[src/rtl/countdown_timer.sv]
// HH:MM:SS countdown timer with start/pause button, preset load and expiry alarm.
// Define COUNTDOWN_AUTO_RELOAD_EN to restart from the last loaded preset on expiry.
module countdown_timer #(
    parameter int ALARM_CYCLES = 8
) (
    input  logic        clk,
    input  logic        rst,
    input  logic        SW_nT,
    input  logic        tick,
    input  logic        button,
    input  logic        rstButton,
    input  logic        load,
    input  logic [23:0] loadBus,
    output logic [23:0] timeBus,
    output logic        running,
    output logic        alarm
);

    typedef enum logic [1:0] {IDLE, PAUSE, RUN, DONE} state_t;

    localparam logic [7:0] LP_ALARM = 8'(ALARM_CYCLES);

    state_t     r_state;
    logic [4:0] r_hr;
    logic [5:0] r_min;
    logic [5:0] r_sec;
    logic       r_btn_prev;
    logic       r_armed;
    logic       r_running;
    logic       r_alarm;
    logic [7:0] r_alarm_cnt;
`ifdef COUNTDOWN_AUTO_RELOAD_EN
    logic [4:0] r_rl_hr;
    logic [5:0] r_rl_min;
    logic [5:0] r_rl_sec;
`endif

    logic [4:0] w_ld_hr;
    logic [5:0] w_ld_min;
    logic [5:0] w_ld_sec;
    logic       w_edge;
    logic       w_nonzero;
    logic       w_last;
    logic       w_unused_pad;

    assign w_ld_hr   = (loadBus[20:16] > 5'd23) ? 5'd23 : loadBus[20:16];
    assign w_ld_min  = (loadBus[13:8]  > 6'd59) ? 6'd59 : loadBus[13:8];
    assign w_ld_sec  = (loadBus[5:0]   > 6'd59) ? 6'd59 : loadBus[5:0];
    assign w_unused_pad = ^{loadBus[23:21], loadBus[15:14], loadBus[7:6]};

    // r_armed masks the first cycle after reset so a held button is not seen as an edge
    assign w_edge    = button & ~r_btn_prev & SW_nT & r_armed;
    assign w_nonzero = (r_hr != 5'd0) || (r_min != 6'd0) || (r_sec != 6'd0);
    assign w_last    = (r_hr == 5'd0) && (r_min == 6'd0) && (r_sec == 6'd1);

    always_ff @(posedge clk or negedge rst) begin
        if (!rst) begin
            r_state     <= IDLE;
            r_hr        <= '0;
            r_min       <= '0;
            r_sec       <= '0;
            r_btn_prev  <= 1'b0;
            r_armed     <= 1'b0;
            r_running   <= 1'b0;
            r_alarm     <= 1'b0;
            r_alarm_cnt <= '0;
`ifdef COUNTDOWN_AUTO_RELOAD_EN
            r_rl_hr     <= '0;
            r_rl_min    <= '0;
            r_rl_sec    <= '0;
`endif
        end else begin
            r_btn_prev <= button;
            r_armed    <= 1'b1;
            if (r_alarm) begin
                if (r_alarm_cnt == 8'd1) r_alarm <= 1'b0;
                r_alarm_cnt <= r_alarm_cnt - 8'd1;
            end

            if (rstButton) begin
                r_state     <= IDLE;
                r_running   <= 1'b0;
                r_hr        <= '0;
                r_min       <= '0;
                r_sec       <= '0;
                r_alarm     <= 1'b0;
                r_alarm_cnt <= '0;
`ifdef COUNTDOWN_AUTO_RELOAD_EN
                r_rl_hr     <= '0;
                r_rl_min    <= '0;
                r_rl_sec    <= '0;
`endif
            end else if (load && r_state != RUN) begin
                r_state     <= IDLE;
                r_running   <= 1'b0;
                r_hr        <= w_ld_hr;
                r_min       <= w_ld_min;
                r_sec       <= w_ld_sec;
                r_alarm     <= 1'b0;
                r_alarm_cnt <= '0;
`ifdef COUNTDOWN_AUTO_RELOAD_EN
                r_rl_hr     <= w_ld_hr;
                r_rl_min    <= w_ld_min;
                r_rl_sec    <= w_ld_sec;
`endif
            end else if (w_edge) begin
                case (r_state)
                    IDLE: begin
                        if (w_nonzero) begin
                            r_state   <= RUN;
                            r_running <= 1'b1;
                        end
                    end
                    RUN: begin
                        r_state   <= PAUSE;
                        r_running <= 1'b0;
                    end
                    PAUSE: begin
                        r_state   <= RUN;
                        r_running <= 1'b1;
                    end
                    default: begin
                        r_state   <= IDLE;
                        r_running <= 1'b0;
                    end
                endcase
            end else if (tick && r_state == RUN) begin
                if (r_sec != 6'd0) begin
                    r_sec <= r_sec - 6'd1;
                end else if (r_min != 6'd0) begin
                    r_sec <= 6'd59;
                    r_min <= r_min - 6'd1;
                end else if (r_hr != 5'd0) begin
                    r_sec <= 6'd59;
                    r_min <= 6'd59;
                    r_hr  <= r_hr - 5'd1;
                end
                if (w_last) begin
                    r_alarm     <= 1'b1;
                    r_alarm_cnt <= LP_ALARM;
`ifdef COUNTDOWN_AUTO_RELOAD_EN
                    if ({r_rl_hr, r_rl_min, r_rl_sec} != 17'd0) begin
                        r_hr  <= r_rl_hr;
                        r_min <= r_rl_min;
                        r_sec <= r_rl_sec;
                    end else begin
                        r_state   <= DONE;
                        r_running <= 1'b0;
                    end
`else
                    r_state   <= DONE;
                    r_running <= 1'b0;
`endif
                end
            end
        end
    end

    assign timeBus = {3'b000, r_hr, 2'b00, r_min, 2'b00, r_sec};
    assign running = r_running;
    assign alarm   = r_alarm;

endmodule

[config.mk]
export PLATFORM = sky130hd
export DESIGN_NAME = countdown_timer
export DESIGN_NICKNAME = d
export VERILOG_FILES = /design/src/rtl/countdown_timer.sv
export SDC_FILE = /design/constraint.sdc
export NUM_CORES = 1
export LEC_CHECK = 0
export BUFFER_PORTS_ARGS = -buffer_cell sky130_fd_sc_hd__clkbuf_2
export CAP_MARGIN = 20
export CORE_MARGIN = 2
export CORE_UTILIZATION = 35
export DETAILED_ROUTE_END_ITERATION = 16
export GPL_ROUTABILITY_DRIVEN = 0
export HOLD_SLACK_MARGIN = 0.05
export MAX_ROUTING_LAYER = met4
export PLACE_DENSITY = 0.57
export SLEW_MARGIN = 20
export SYNTH_ARGS = -nofsm -noshare
export SYNTH_HDL_FRONTEND = slang
export SYNTH_SLANG_ARGS = --single-unit
[constraint.sdc]
create_clock -name clk -period 2.2 [get_ports clk]
set_clock_uncertainty 0.05 [all_clocks]
set_input_delay 0 -clock clk [delete_from_list [all_inputs] [get_ports clk]]
set_output_delay 0 -clock clk [all_outputs]
set_load 0.02 [all_outputs]
==> run_results.csv, run 1 <==
group,metric,value,unit
outcome,status,"finished clean",
synthesis,yosysWarnings,0,
placement,dp_hpwl,3.88,mm
synthesis,synth-async-reset-ratio,1.00,
min_path,worstHoldStart,"loadBus[5]",
cts,clk_latency,0.28,ns
floorplan,core-area,5540,sq um
setup_path,setup.worst_path.start_class,"flip-flop",
global_routing,grt.total_usage,0.178,
timing,timing.final.crit_share,0.994,
global_routing,grt-busiest-layer,"met2",
min_path,min_path_type,"in2reg",
final_layout,layout-drive-gt1-share,0.293,
floorplan,die_y,79.9,microns
global_routing,grt_pass1_vias,1828,
cts,cts_root_buf,"clkbuf_8",
final_layout,multi_input_area,1170,sq um
final_layout,final_common_cell,"clkbuf_2",
timing,hold_slack,0.0783,ns
setup_path,critical_path_class,"reg2reg",
final_layout,layout_common_cells,"clkbuf_2, dfrtp_1, buf_4",
synthesis,synth.distinct_cells,45,
timing,max_slew_margin,0.482,
synthesis,synth-edff-count,0,
global_routing,grt.met2_usage,0.268,
global_routing,antenna_found_initial,0,
detailed_routing,drt_iter0_markers,72,
detailed_routing,wire_per_inst,13.5,microns
detailed_routing,vias,1982,
setup_path,reg2reg_from,"r_hr[0]$_DFFE_PN0P_",
timing,layout_min_cycle_time,2.19,ns
timing,setup_viol,0,
synthesis,synth.ff_latch_count,31,
final_layout,n_fill_cell,547,
synthesis,synth_flop_cell,"dfrtp_1",
final_layout,syn_to_final_growth,36.0,%
setup_path,critical_path.endpoint_type,"flip-flop",
global_routing,grt_max_degree,32,
timing,report.final.slew_viol_count,0,
synthesis,syn_area,2020,sq um
cts,cts.clk_slew.worst_paths,0.06,ns
setup_path,cp.arrival,2.27,ns
final_layout,final_util,0.495,
cts,cts_tree,"built",
detailed_routing,wl,5.21,mm
global_routing,grt_use_met3,0.0430,
floorplan,initial_utilization,0.364,
global_routing,grt_pass1_wl,8.69,mm
pwr,peakVddDrop,0.000400,V
floorplan,io_pins,57,
final_layout,seqCellArea,778,sq um
synthesis,synth_cells,234,
setup_path,critPathMaxFanout,2,
cts,clk_path_buf_depth,2,
timing,hold_viol_final,0,
setup_path,startpoint,"r_hr[0]$_DFFE_PN0P_",
timing,tightest_slew,0.777,ns
floorplan,rows,27,
placement,portBuffers,42,
floorplan,die-area,6390,sq um
synthesis,ys_seq_area_frac,0.384,
global_routing,globalRouteMet1Util,0.237,
detailed_routing,first_pass_iters,4,
timing,tns,0,ns
cts,numCtsBuffers,5,
timing,rsz0062_at_grt,"yes",
floorplan,dieWidth,79.9,microns
job,cap_violations,0,
detailed_routing,avgViaCountPerCell,5.13,
synthesis,syn_area_per_cell,8.62,sq um
pwr,p_per_area,714,nW/um^2
detailed_routing,ant_nets,0,
final_layout,antenna_cells,0,
final_layout,layout.nets,354,
detailed_routing,drc,0,
timing,fmax,457,MHz
pwr,p_leak,1.25,nW
cts,h-tree-depth,2,
setup_path,cp.required,2.28,ns
cts,clock-sinks,31,
pwr,fin_total_pwr,1.96,mW
setup_path,r2r_slack,0.01,ns
global_routing,grt_remaining_overflow,0,
[flip-flops by register name (all words and copies together), names as in the netlist]
name,cells
running,1
r_armed,1
r_btn_prev,1
alarm,1
r_sec,6
r_alarm_cnt,8
r_state,2
r_hr,5
r_min,6
[cells by family (layout without fill, tap and decap cells)]
| kind of cell | count (synthesis) | after routing | synth area share |
|---|---|---|---|
| DFF | 31 | 31 | 0.384 |
| muxes | 1 | 1 | 0.00496 |
| and+or+nand+nor | 82 | 82 | 0.213 |
| buffers and inverters | 32 | 106 | 0.0731 |
| adders and majority gates | 9 | 9 | 0.0558 |
| xor gates and xnor gates | 11 | 11 | 0.0477 |
| AOI/OAI and AO/OA | 66 | 66 | 0.217 |
| other | 2 | 8 | 0.00372 |
[synthesized netlist by cell type (3+ instances only)]
| cell | count | share of area |
|---|---|---|
| dfrtp_1 | 31 | 0.38 |
| inv_1 | 18 | 0.033 |
| nand2_1 | 16 | 0.030 |
| o22a_1 | 3 | 0.013 |
| buf_4 | 7 | 0.026 |
| a211oi_1 | 12 | 0.045 |
| xor2_1 | 6 | 0.026 |
| xnor2_1 | 5 | 0.022 |
| o21ai_0 | 11 | 0.027 |
| a311oi_1 | 4 | 0.017 |
| a21oi_1 | 20 | 0.050 |
| ha_1 | 9 | 0.056 |
| or3_1 | 4 | 0.012 |
| nand3_1 | 8 | 0.020 |
| nor3_1 | 11 | 0.027 |
| clkbuf_1 | 6 | 0.011 |
| nor2_1 | 24 | 0.045 |
[critical path, stage by stage, from the launching register on]
cell,delay [ns]
dfrtp_2,0.40
inv_2,0.08
ha_4,0.13
or4b_4,0.46
or3_4,0.34
or3_4,0.33
o211ai_1,0.16
a21oi_1,0.08
[repair_timing]
| action | in CTS | in global routing |
|---|---|---|
| hold buffers | 12 | 0 |
| pin swaps | 1 | 3 |
| buffers inserted | 1 | 2 |
| hold endpoints to repair | 41 | 0 |
| setup endpoints to repair | 1 | 16 |
| gates resized for setup | 2 | 8 |
[final timing paths]
| kind | depth (start not counted) | endpoint |
|---|---|---|
| min in group asynchronous | 2 | r_btn_prev$_DFF_PN0_ |
| setup reg to reg | 7 | r_state[1]$_DFFE_PN0P_ |
| setup / recovery | 7 | r_state[1]$_DFFE_PN0P_ |
| hold reg to reg | 2 | r_alarm_cnt[5]$_DFF_PN0_ |
| hold / removal | 4 | r_sec[5]$_DFFE_PN0P_ |
| max in group asynchronous | 2 | r_hr[0]$_DFFE_PN0P_ |
[per-stage QoR]
step	std cells	setup slack (ns)	instance area (sq um)
after floorplan	240	-0.00678	2050
after detailed placement	364	-0.0180	2450
final	386	0.0137	2740
after global routing	386	-0.0680	2740
after global placement	364	0.0286	2450
after CTS	384	0.00437	2690
[report_power, final]
part | internal, mW | switching (mW) | leakage (nW)
combinational | 0.315 | 0.433 | 0.802
sequential | 0.631 | 0.0468 | 0.402
clock | 0.331 | 0.201 | 0.0513
total | 1.28 | 0.681 | 1.25
[metal layers]
metal,vias to the layer above,wire (microns)
li1,990,-
met1,941,2490
met2,44,2450
met3,7,218
met4,0,55
met5,-,0
[layout make-up]
cell class	count	share of cell area
Clock inverter	1	0.0109
Clock buffer	6	0.0264
Inverter	18	0.0246
Multi-Input combinational cell	177	0.427
Sequential cell	31	0.284
Timing Repair Buffer	81	0.194
Tap cell	72	0.0328
(Power assumes the default switching activity.)
==> run 2: changes to the inputs <==
ABC_AREA = 1   (was default)
PLACE_DENSITY = 0.56   (was 0.57)
SKIP_CTS_REPAIR_TIMING = 1   (was default)
==> run 2 against run 1 <==
Net effect: worst setup slack better by 0.31 ns; count of clock-buffer cells in the layout stayed put; largest cell class unchanged; critical path type unchanged; global-route usage is 1.6 points lower; flip-flop and latch count stayed put; combinational power is 10% higher; final area is 6.1% lower; critical endpoint is now r_min[0]$_DFFE_PN0P_; maximum frequency is 16% higher; non-clock buffer count is 34 lower; via count is 1.2% higher; critical path depth is 1 higher; synthesized area is 8.7% higher; register-to-register slack better by 0.31 ns.
==> run_results.csv, run 2 <==
group,metric,value,unit
outcome,status,"finished clean",
global_routing,grt_remaining_overflow,0,
timing,tns,0,ns
global_routing,grt_pass1_vias,1962,
setup_path,critPathMaxFanout,18,
floorplan,die-area,6920,sq um
floorplan,rows,28,
final_layout,final_area,2580,sq um
synthesis,syn_area,2190,sq um
final_layout,layout_common_cells,"nand2_1, clkbuf_2, nor2_1",
timing,hold_viol_final,0,
synthesis,synth_compound_area_frac,0.0849,
final_layout,layout.nets,404,
synthesis,synth_area_leaders,"dfrtp_1, nand2_1, nor2_1",
placement,dpl_cell_area,2450,sq um
placement,pre_cts_slack,0.527,ns
timing,setup_viol,0,
detailed_routing,wl,5.11,mm
setup_path,max_stage_delay,0.57,ns
detailed_routing,ant_nets,0,
detailed_routing,drt_iter0_markers,80,
final_layout,final_util,0.430,
pwr,p_leak,1.39,nW
setup_path,critical_path_class,"reg2reg",
detailed_routing,vias,2005,
synthesis,synth.top_cell.area_share,0.353,
setup_path,cp_cell_sequence,"inv_2, nand2_2, nand2_4, inv_1, a31oi_1, dlygate4sd3_1, nand3_1, nand2_1",
cts,h-tree-depth,2,
synthesis,synth.distinct_cells,32,
placement,portBuffers,42,
synthesis,synth-edff-count,0,
synthesis,yosysWarnings,0,
setup_path,critical_path.endpoint_type,"flip-flop",
final_layout,regMostFlops,"r_alarm_cnt",
detailed_routing,wire_per_inst,11.6,microns
detailed_routing,drc,0,
global_routing,grt_pass1_wl,9.02,mm
synthesis,synth-async-reset-ratio,1.00,
timing,timing.final.crit_share,0.853,
synthesis,synth_top_family_by_area,"simple AND/OR/NAND/NOR gates",
detailed_routing,avgViaCountPerCell,4.57,
timing,fmax,533,MHz
synthesis,synth_cells,315,
job,cap_violations,0,
pwr,fin_total_pwr,2.05,mW
floorplan,dieWidth,83.2,microns
pwr,peakVddDrop,0.000467,V
global_routing,grt.total_usage,0.162,
cts,cts.clk_slew.worst_paths,0.06,ns
final_layout,reg_top3,"r_alarm_cnt (8), r_min (6), r_sec (6)",
cts,clock-sinks,31,
detailed_routing,drt-met1-wl,2.63,mm
synthesis,syn_area_per_cell,6.97,sq um
synthesis,synth_largest_area_cell,"dfrtp_1",
detailed_routing,dr_wl_met2,2.22,mm
floorplan,initial_utilization,0.366,
floorplan,core-area,5990,sq um
floorplan,die_y,83.2,microns
synthesis,synth_flop_cell,"dfrtp_1",
synthesis,synthAdderAreaFrac,0.0513,
final_layout,n_fill_cell,660,
detailed_routing,top_layer_used,"met4",
synthesis,synth.ff_latch_count,31,
setup_path,setup.worst_path.start_class,"flip-flop",
detailed_routing,first_pass_iters,4,
cts,cts_root_buf,"clkbuf_8",
final_layout,final_common_cell,"nand2_1",
floorplan,io_pins,57,
timing,rsz0062_at_grt,"no",
synthesis,synth.cells.most_frequent,"nand2_1, nor2_1, dfrtp_1, inv_1, nand3_1",
setup_path,crit_path_top_delay_cell,"dlygate4sd3_1",
cts,cts_tree,"built",
synthesis,synthMuxAreaShare,0,
final_layout,multi_input_area,1230,sq um
global_routing,grt_max_degree,32,
final_layout,syn_to_final_growth,17.4,%
min_path,min_path_type,"in2reg",
final_layout,antenna_cells,0,
cts,numCtsBuffers,5,
synthesis,yosysMostFrequentCell,"nand2_1",
placement,dp_hpwl,3.76,mm
global_routing,antenna_found_initial,0,
timing,report.final.slew_viol_count,0,
final_layout,layout-drive-gt1-share,0.198,
synthesis,yosys.area_share.simple,0.379,
setup_path,cp.arrival,2.05,ns
synthesis,synth_xor_area_frac,0.0319,
setup_path,cp.required,2.37,ns
timing,tightest_slew,0.844,ns
detailed_routing,wl_met3,216,microns
timing,max_slew_margin,0.437,
synthesis,ys_seq_area_frac,0.353,
timing,setup_slack,0.323,ns
cts,clk_path_buf_depth,2,
final_layout,seqCellArea,776,sq um
timing,layout_min_cycle_time,1.88,ns
pwr,p_per_area,797,nW/um^2
cts,clk_latency,0.29,ns
final_layout,largest_reg_flops,8,
-- run 2: through the flow --
step,hold WS [ns],instances
6_report,0.0144,439
5_1_grt,0.0567,439
4_1_cts,-0.220,435
3_5_place_dp,0.0808,428
3_3_place_gp,0.0766,428
2_1_floorplan,-0.346,321
-- run 2: cells by family after synthesis --
kind of cell    after synthesis
xor+xnor                      8
simple gates                187
compound gates               33
flops                        31
other cells                   2
fa+ha+maj                     9
buf+inv                      45
-- run 2: path summary, 6_finish.rpt --
check / endpoint / slack, ns / cells past startpoint / start
min in group asynchronous: r_alarm_cnt[5]$_DFF_PN0_ / 0.30 / 2 / rst
max in group asynchronous: r_sec[0]$_DFFE_PN0P_ / 1.27 / 2 / rst
min reg2reg: r_hr[1]$_DFFE_PN0P_ / 0.48 / 2 / r_hr[1]$_DFFE_PN0P_
min: r_min[3]$_DFFE_PN0P_ / 0.01 / 5 / loadBus[11]
max: r_min[0]$_DFFE_PN0P_ / 0.32 / 8 / r_state[0]$_DFFE_PN0P_
max reg2reg: r_min[0]$_DFFE_PN0P_ / 0.32 / 8 / r_state[0]$_DFFE_PN0P_
-- run 2: worst max-delay path: cells and delay by family, from the launching register on --
| family | cells | cell delay, ns |
|---|---|---|
| and+or+nand+nor | 4 | 0.40 |
| AOI/OAI and AO/OA | 1 | 0.14 |
| DFF | 1 | 0.39 |
| buffers and inverters | 3 | 0.83 |
-- run 2: metal layers --
layer  vias to the layer above  GRT usage
met5                         -          -
met3                         5     0.0447
met4                         0     0.0373
li1                       1073          -
met2                        40      0.250
met1                       887      0.212
-- run 2: power by group --
part / total [mW] / internal (mW) / switching [mW]
clock: 0.455 / 0.245 / 0.210
sequential: 0.772 / 0.658 / 0.114
combinational: 0.826 / 0.292 / 0.533
total: 2.05 / 1.20 / 0.858
-- run 2: cell type report --
class | count | share of cell area
clock buffers | 6 | 0.0320
clock inverters | 1 | 0.00194
inverters | 34 | 0.0515
multi-input cells | 245 | 0.477
flip-flops and latches | 31 | 0.301
well taps | 75 | 0.0364
repair buffers | 47 | 0.100
==> run 3: changes to the inputs <==
PLACE_DENSITY = 0.59   (was 0.56)
==> run 3 against run 2 <==
Net effect: die area did not move; critical endpoint unchanged; flip-flop and latch count unchanged; sequential power about the same.
==> run_results.csv, run 3 (synthesis results as in run 2) <==
group,metric,value,unit
placement,dp_hpwl,3.74,mm
timing,tightest_slew,0.794,ns
min_path,worstHoldStart,"loadBus[16]",
final_layout,antenna_cells,0,
timing,layout_min_cycle_time,1.87,ns
detailed_routing,vias,2073,
final_layout,largest_reg_flops,8,
global_routing,grt.total_usage,0.154,
outcome,status,"finished clean",
final_layout,regMostFlops,"r_alarm_cnt",
floorplan,die_y,83.2,microns
timing,setup_slack,0.335,ns
cts,h-tree-depth,2,
global_routing,grt_max_degree,32,
setup_path,startpoint,"r_state[0]$_DFFE_PN0P_",
timing,report.final.slew_viol_count,0,
pwr,peakVddDrop,0.000478,V
global_routing,grt_pass1_vias,1859,
final_layout,multi_input_area,1230,sq um
placement,pre_cts_slack,0.494,ns
cts,clk_latency,0.29,ns
detailed_routing,first_pass_iters,5,
final_layout,n_fill_cell,652,
floorplan,io_pins,57,
global_routing,antenna_found_initial,0,
final_layout,layout_common_cells,"nand2_1, clkbuf_2, nor2_1",
cts,clock-sinks,31,
setup_path,critical_path.endpoint_type,"flip-flop",
final_layout,syn_to_final_growth,18.0,%
timing,timing.final.crit_share,0.848,
floorplan,dieWidth,83.2,microns
setup_path,critPathMaxFanout,18,
timing,tns,0,ns
detailed_routing,wl,5.04,mm
final_layout,reg_top3,"r_alarm_cnt (8), r_min (6), r_sec (6)",
cts,clk_path_buf_depth,2,
detailed_routing,avgViaCountPerCell,4.70,
min_path,min_path_type,"in2reg",
cts,cts_root_buf,"clkbuf_8",
setup_path,cp.arrival,2.04,ns
job,cap_violations,0,
cts,cts.clk_slew.worst_paths,0.07,ns
pwr,p_per_area,793,nW/um^2
cts,cts_tree,"built",
placement,portBuffers,42,
pwr,p_leak,1.39,nW
final_layout,layout-drive-gt1-share,0.199,
floorplan,rows,28,
detailed_routing,ant_nets,0,
timing,rsz0062_at_grt,"no",
timing,hold_viol_final,0,
floorplan,initial_utilization,0.366,
final_layout,seqCellArea,776,sq um
timing,setup_viol,0,
final_layout,final_util,0.432,
final_layout,layout.nets,405,
timing,fmax,536,MHz
detailed_routing,wire_per_inst,11.4,microns
floorplan,die-area,6920,sq um
setup_path,critical_path_class,"reg2reg",
global_routing,grt_remaining_overflow,0,
global_routing,grt_pass1_wl,8.62,mm
detailed_routing,drt_iter0_markers,77,
cts,numCtsBuffers,5,
detailed_routing,drc,0,
setup_path,reg2reg_from,"r_state[0]$_DFFE_PN0P_",
floorplan,core-area,5990,sq um
final_layout,final_common_cell,"nand2_1",
timing,hold_slack,0.0333,ns
setup_path,setup.worst_path.start_class,"flip-flop",
timing,max_slew_margin,0.471,
setup_path,cp.required,2.38,ns
==> run 3: metrics by stage <==
step / instance area (sq um) / power, mW / instances
4_1_cts: 2540 / 2.07 / 436
6_report: 2590 / 2.05 / 441
2_1_floorplan: 2220 / 1.38 / 321
5_1_grt: 2590 / 2.24 / 441
3_5_place_dp: 2450 / 1.60 / 428
3_3_place_gp: 2450 / 1.59 / 428
==> run 3: worst paths after layout <==
path                                       endpoint  slack (ns)  cells past startpoint
min in group asynchronous  r_alarm_cnt[6]$_DFF_PN0_        0.28                      2
max in group asynchronous      r_sec[3]$_DFFE_PN0P_        1.31                      2
setup / recovery               r_min[0]$_DFFE_PN0P_        0.33                      8
setup reg to reg               r_min[0]$_DFFE_PN0P_        0.33                      8
hold reg to reg                 running$_DFFE_PN0P_        0.48                      2
hold / removal                  r_hr[0]$_DFFE_PN0P_        0.03                      5
==> run 3: area by class of cell <==
type / instances / area share
clock buffer: 5 / 0.0266
clock inverter: 3 / 0.00773
inverter: 34 / 0.0512
multi-input combinational: 245 / 0.475
sequential: 31 / 0.300
tap: 75 / 0.0362
timing repair buffer: 48 / 0.103
==> run 3: layer usage <==
layer	track usage	routed length, microns
met1	0.217	2540
met2	0.222	2180
met3	0.0328	273
met4	0.0417	46
met5	-	0
==> run 3: report_power, final <==
group	switching, mW	internal, mW
clock	0.233	0.220
sequential	0.117	0.657
combinational	0.532	0.294
==> run 3: worst max-delay path: stages, from the launching register on <==
cell and delay (ns):
dfrtp_1 0.39, inv_2 0.08, nand2_2 0.08, nand2_4 0.19, inv_1 0.15, a31oi_1 0.15, dlygate4sd3_1 0.57, nand3_1 0.07
nand2_1 0.06
